<file path="config.mk">
export PLATFORM = sky130hd
export DESIGN_NAME = ysyx_24070016_ifu_fetch
export DESIGN_NICKNAME = d
export VERILOG_FILES = /design/src/rtl/ysyx_24070016_ifu_fetch.sv
export SDC_FILE = /design/constraint.sdc
export NUM_CORES = 1
export LEC_CHECK = 0
export CAP_MARGIN = 20
export CORE_ASPECT_RATIO = 0.5
export CORE_MARGIN = 2
export CORE_UTILIZATION = 38
export DETAILED_ROUTE_END_ITERATION = 6
export PLACE_DENSITY = 0.92
export SLEW_MARGIN = 10
export SYNTH_ARGS = -nofsm -noshare
export SYNTH_HDL_FRONTEND = slang
export SYNTH_SLANG_ARGS = --single-unit
export TNS_END_PERCENT = 50
</file>
<file path="constraint.sdc">
create_clock -name clk -period 1.9 [get_ports clk]
set_input_delay 0.38 -clock clk [delete_from_list [all_inputs] [get_ports clk]]
set_output_delay 0.38 -clock clk [all_outputs]
set_load 0.05 [all_outputs]
</file>
<file path="src/rtl/ysyx_24070016_ifu_fetch.sv">
// Multi-cycle instruction fetch stage: owns the PC, fetches one instruction at a time over a
// valid/ready read channel and hands it to decode. Optional fault halt: YSYX_24070016_IFU_FAULT_EN.
module ysyx_24070016_ifu_fetch #(
    parameter logic [31:0] RESET_PC = 32'h8000_0000,
    parameter int          XLEN     = 32
) (
    input  logic            clk,
    input  logic            rst,
    output logic [XLEN-1:0] araddr,
    output logic            arvalid,
    input  logic            arready,
    input  logic [XLEN-1:0] rdata,
    input  logic [1:0]      rresp,
    input  logic            rvalid,
    output logic            rready,
    output logic [XLEN-1:0] inst,
    output logic [XLEN-1:0] inst_pc,
    output logic            inst_valid,
    input  logic            inst_ready,
    input  logic            wb_valid,
    input  logic [XLEN-1:0] wb_nextpc,
    output logic            fetch_fault
);

    // Handshakes: a transfer happens on a rising edge where valid and ready are both 1;
    // a raised valid (arvalid, inst_valid) holds with stable payload until that transfer.
    typedef enum logic [2:0] {
        S_IDLE  = 3'd0,
        S_AR    = 3'd1,
        S_R     = 3'd2,
        S_ISSUE = 3'd3,
        S_WAIT  = 3'd4
`ifdef YSYX_24070016_IFU_FAULT_EN
        ,
        S_HALT  = 3'd5
`endif
    } state_t;

    state_t          state, state_d;
    logic [XLEN-1:0] pc_q, pc_d;
    logic [XLEN-1:0] inst_q, inst_d;

    always_ff @(posedge clk or negedge rst) begin
        if (!rst) begin
            state  <= S_IDLE;
            pc_q   <= RESET_PC;
            inst_q <= '0;
        end else begin
            state  <= state_d;
            pc_q   <= pc_d;
            inst_q <= inst_d;
        end
    end

    always_comb begin
        state_d = state;
        pc_d    = pc_q;
        inst_d  = inst_q;
        case (state)
            S_IDLE: state_d = S_AR;
            S_AR: if (arready) state_d = S_R;
            S_R: if (rvalid) begin
`ifdef YSYX_24070016_IFU_FAULT_EN
                if (rresp != 2'b00) begin
                    state_d = S_HALT;
                end else begin
                    inst_d  = rdata;
                    state_d = S_ISSUE;
                end
`else
                inst_d  = rdata;
                state_d = S_ISSUE;
`endif
            end
            // Commit in the same cycle as the decode handshake skips the wait state.
            S_ISSUE: if (inst_ready) begin
                if (wb_valid) begin
                    pc_d    = wb_nextpc;
                    state_d = S_AR;
                end else begin
                    state_d = S_WAIT;
                end
            end
            S_WAIT: if (wb_valid) begin
                pc_d    = wb_nextpc;
                state_d = S_AR;
            end
`ifdef YSYX_24070016_IFU_FAULT_EN
            S_HALT: state_d = S_HALT;
`endif
            default: state_d = S_IDLE;
        endcase
    end

    assign araddr     = pc_q;
    assign arvalid    = (state == S_AR);
    assign rready     = (state == S_R);
    assign inst       = inst_q;
    assign inst_pc    = pc_q;
    assign inst_valid = (state == S_ISSUE);

`ifdef YSYX_24070016_IFU_FAULT_EN
    logic fault_q;

    // Sticky until reset; set by an error response on the read data channel.
    always_ff @(posedge clk or negedge rst) begin
        if (!rst) begin
            fault_q <= 1'b0;
        end else if (state == S_R && rvalid && rresp != 2'b00) begin
            fault_q <= 1'b1;
        end
    end

    assign fetch_fault = fault_q;
`else
    logic unused_rresp;
    assign unused_rresp = ^rresp;
    assign fetch_fault  = 1'b0;
`endif

endmodule

</file>
After elaboration in Yosys (flattened, before gate mapping):

Index checks and enable logic that the tools add are counted.

* equality and inequality tests: 8
* mux-type cells: 9
* reduce and logical (&&, ||, !) cells: 5

Operators by type and width (count)
* $mux 32: 2
* $pmux 32 s2: 1
* $mux 3: 5
* $pmux 3 s5: 1
* $eq 3x2->1 const B: 2
* $ne 2x1->1 const B: 2
* $ne 2x2->1 const B: 2
* $reduce_and 2->1: 2
* $reduce_and 4->1: 1
* $eq 3x1->1 const B: 1
* $eq 3x3->1 const B: 1
* $logic_not 3->1: 1
* $reduce_bool 2->1: 1

* register bits after elaboration: 67
* input bits: 72
* output and inout port bits: 100

Depth between registers and ports, before layout:

* depth after elaboration: 3
* gate-level depth with buffers: 5

Worst setup path after synthesis:

No wires, ideal clock.

* kind: reg2out
* start point: register state[1]
* end point: output port rready
* arrival time: 1.645 ns
* required time: 1.520 ns
* setup slack: -0.125 ns
* stages on the path, launching flop included: 3
* cells stage by stage: dfrtp_1 buf_2 nor3b_1

* longest elaborated chain between the ends: 1

RTL lines
* start, declared: RTL line 39 `state_t state, state_d;`
* start signal, assigned: RTL line 49 `state <= state_d;`
* $eq 3x2->1: RTL line 97 `assign rready = (state == S_R);`
* end, declared: RTL line 15 `output logic rready,`

Every way passes these cells.

Worst setup path in the final report:

* start point: register inst_q[8] (netlist: inst[8])
* end point: output port inst[8]

RTL lines
* start, declared: RTL line 41 `logic [XLEN-1:0] inst_q, inst_d;`
* start signal, assigned: RTL line 51 `inst_q <= inst_d;`
* end, declared: RTL line 16 `output logic [XLEN-1:0] inst,`

No word-level cell between the ends.

==> out/results.txt <==
Wires add up to 7.94 mm. At the worst endpoint, the arrival time is 1.48 ns. STA classifies the critical path endpoint as an output pin. The floorplan step set the die width to 130 µm. In this design, the stage delay of the slowest critical-path cell is 0.82 ns. The fraction of the mapped netlist area in compound gates was 0.0125; the critical-path maximum fanout was 2. The flow ran to the end, and the final reports show no timing, DRC or antenna violations. At the later pin of the worst-skew pair, clock insertion delay measures 0.32 ns. The share of cell area taken by muxes after synthesis is 0.277. 172 I/O pins were placed.

The post-route cell area came out at 4790 µm². The number of port buffers works out to 168. The critical path is of the reg -> out type.

Clock tree synthesis inserted a total of 9 buffers. The core region is 7490 µm². For the pin with the worst max-slew slack, the measured transition is 0.545 ns. The via density per instance is 4.53, and the largest net degree at the start of global routing is 33. Once placement finished, the instance area stood at 4470 µm². The first detailed-routing pass took 4 iterations. For this block, the initial DRC count from the detailed router was 103. The number of core rows came out at 22.

The logs give 0.559 for the sequential area share after synthesis and 530 for the count of filler cells inserted in the layout. The number of different library cells used by synthesis comes to 24. For the cell count after synthesis, the log shows 193. Routability-driven placement finished with a final weighted congestion of 0.735. Clock-pin slew was measured on the worst setup and hold paths at 0.05 ns. The number of failing hold endpoints at the final stage was 0. For the initial antenna violation count, the log shows 0. The run gives 0 as the reported max-cap violation count.

The final max-slew violation count is 0, and the total half-perimeter wirelength after legalization and detailed placement is 5.83 mm. STA classifies the critical path startpoint as a flop. The cell family contributing the most delay on the critical path is buffers and inverters. The CTS root buffer is clkbuf_16.

The count of buffer and inverter cells on the critical path is 1. The total global-route track usage is 0.180, and the via count is 2,037. The critical path goes through clkdlybuf4s50_1. The logs give 3 for the number of H-tree levels and 0.636 for the relative max-transition margin. Data on the critical path is required at its endpoint by 1.52 ns.

The net count of the finished layout is 410. The detail route stage leaves a number of antenna-violating nets equal to 0. The die covers 8670 µm². The tools report the maximum clock frequency as 538 MHz.

Counting I/O delays and the setup requirement, the final critical path takes 1.86 ns. The total number of yosys warnings is 0, and the synthesized area divided by synthesized cell count is 15.6 µm². The post-detailed-route wirelength per cell came out at 17.6 µm. Global routing finished with a remaining overflow of 0.

The proportion of layout cells with a drive suffix above 1 works out to 0.436. By area, the combinational part of the netlist is dominated by multiplexers. Setup violations remaining at the end of the flow were counted as 0. The synthesized design contains 67 register bits. After detailed routing, the number of remaining DRC violations is 0. The tools report the worst hold slack after final layout as 0.493 ns. Setup repair after global routing left no endpoint under its margin. The logs give 0.401 for the effective utilization at floorplan and 0 for the number of antenna diodes. TritonCTS built the clock tree.

The clock passes through at most 2 buffers. The number of nets handed over by synthesis was 265. The mapped netlist covers 3000 µm². Clock tree synthesis found a total of 67 sinks. The run gives 2,148 as the number of global-route vias before repair.

The arithmetic-cell share of the synthesized area counting full adders, half adders and majority gates is 0. The tightest min-delay check is of the reg -> reg type. For the final database, setup skew stands at 0.00548 ns.

The simple-gate portion of the synthesized area came out at 0.0354. The first global-routing pass estimated 11.5 mm of wire. Setup total negative slack on the finished layout was measured at 0 ns. The share of the cycle needed by the critical path after routing was 0.979; the layout overhead on the synthesized area was 59.5%. The vertical die dimension was 66.9 µm; the xor/xnor cell area share of the yosys netlist was 0. The slowest stage of the critical path is the clkdlybuf4s50_1 cell.
-- layout make-up --
class,count,area (µm²),area share
sequential,67,1680,0.350
tap,108,135,0.0282
timing repair buffer,175,1690,0.353
multi-input combinational,84,1000,0.210
clock inverter,2,10.0,0.00209
clock buffer,13,270,0.0564
inverter,1,3.75,0.000784
-- metrics by stage --
| stage | instances | utilization | setup slack (ns) |
|---|---|---|---|
| 2_1_floorplan | 193 | - | 0.162 |
| 3_3_place_gp | 434 | 0.597 | -0.0143 |
| 3_5_place_dp | 434 | 0.597 | -0.0620 |
| 4_1_cts | 450 | 0.635 | 0.00197 |
| 5_1_grt | 450 | 0.640 | 0.000158 |
| 6_report | 450 | 0.640 | 0.0403 |
-- what timing repair did --
action	4_1_cts	5_1_grt
buffers inserted	0	0
endpoints found under the setup margin	4	15
endpoints found under the hold margin	7	0
resized for setup	4	15
pin swaps	0	0
hold buffers	1	0
-- layer usage --
layer,vias up,track usage,routed length (µm)
li1,917,-,-
met1,1059,0.188,2900
met2,48,0.348,4590
met3,13,0.0514,308
met4,0,0.0645,135
met5,-,0,0
-- logic make-up after synthesis --
| kind of cell | count (synthesis) |
|---|---|
| other cells | 1 |
| buf+inv | 42 |
| mux | 64 |
| simple gates | 15 |
| compound gates | 4 |
| flops | 67 |
-- cells in the final DEF, fill, tap and decap left out, drive strengths merged --
master,n
dlymetal6s2s,14
o21ai,2
nor4bb,1
inv,1
and4b,1
dfrtp,66
a2bb2oi,1
mux2,64
nor3b,2
nor2,3
buf,71
nand3b,2
dlygate4sd3,1
and2,1
and2b,1
clkdlybuf4s50,85
dlygate4sd2,4
a22oi,1
dfstp,1
nor2b,3
clkbuf,13
nand2,1
conb,1
clkinv,2
-- path summary, 6_finish.rpt --
check                              start    endpoint  slack, ns  cells after the start
worst max-delay path             inst[8]     inst[8]       0.04                      1
worst min-delay path            inst[14]    inst[14]       0.49                      1
worst max register to register  state[0]    inst[20]       0.25                      3
worst min register to register  inst[14]    inst[14]       0.49                      1
max in group asynchronous            rst  araddr[31]       0.80                      3
min in group asynchronous            rst     inst[4]       0.55                      2
-- registers in the layout (all words and copies together) (netlist names) --
signal  count
inst       32
state       3
araddr     32
-- cell usage after synthesis --
cell	number	area (µm²)
dfrtp_1	66	1650
conb_1	1	3.75
nor3b_1	1	7.51
dfstp_2	1	26.3
buf_2	2	10.0
o21ai_4	1	16.3
nor2_1	3	11.3
mux2_1	7	78.8
nor3b_2	1	12.5
buf_12	3	60.1
nand3b_1	2	15.0
and2_1	1	6.26
and4b_4	1	13.8
buf_4	36	270
nand2_1	1	3.75
o21ai_0	1	5.00
nor4bb_1	1	10.0
inv_1	1	3.75
mux2_2	27	304
a2bb2oi_1	1	8.76
and2b_1	1	7.51
mux2_4	30	450
nor2b_1	3	18.8
a22oi_1	1	7.51
Power is left out: the tool's default activity adds up to more than one toggle a clock period on the data nets, which glitch-free logic cannot reach.
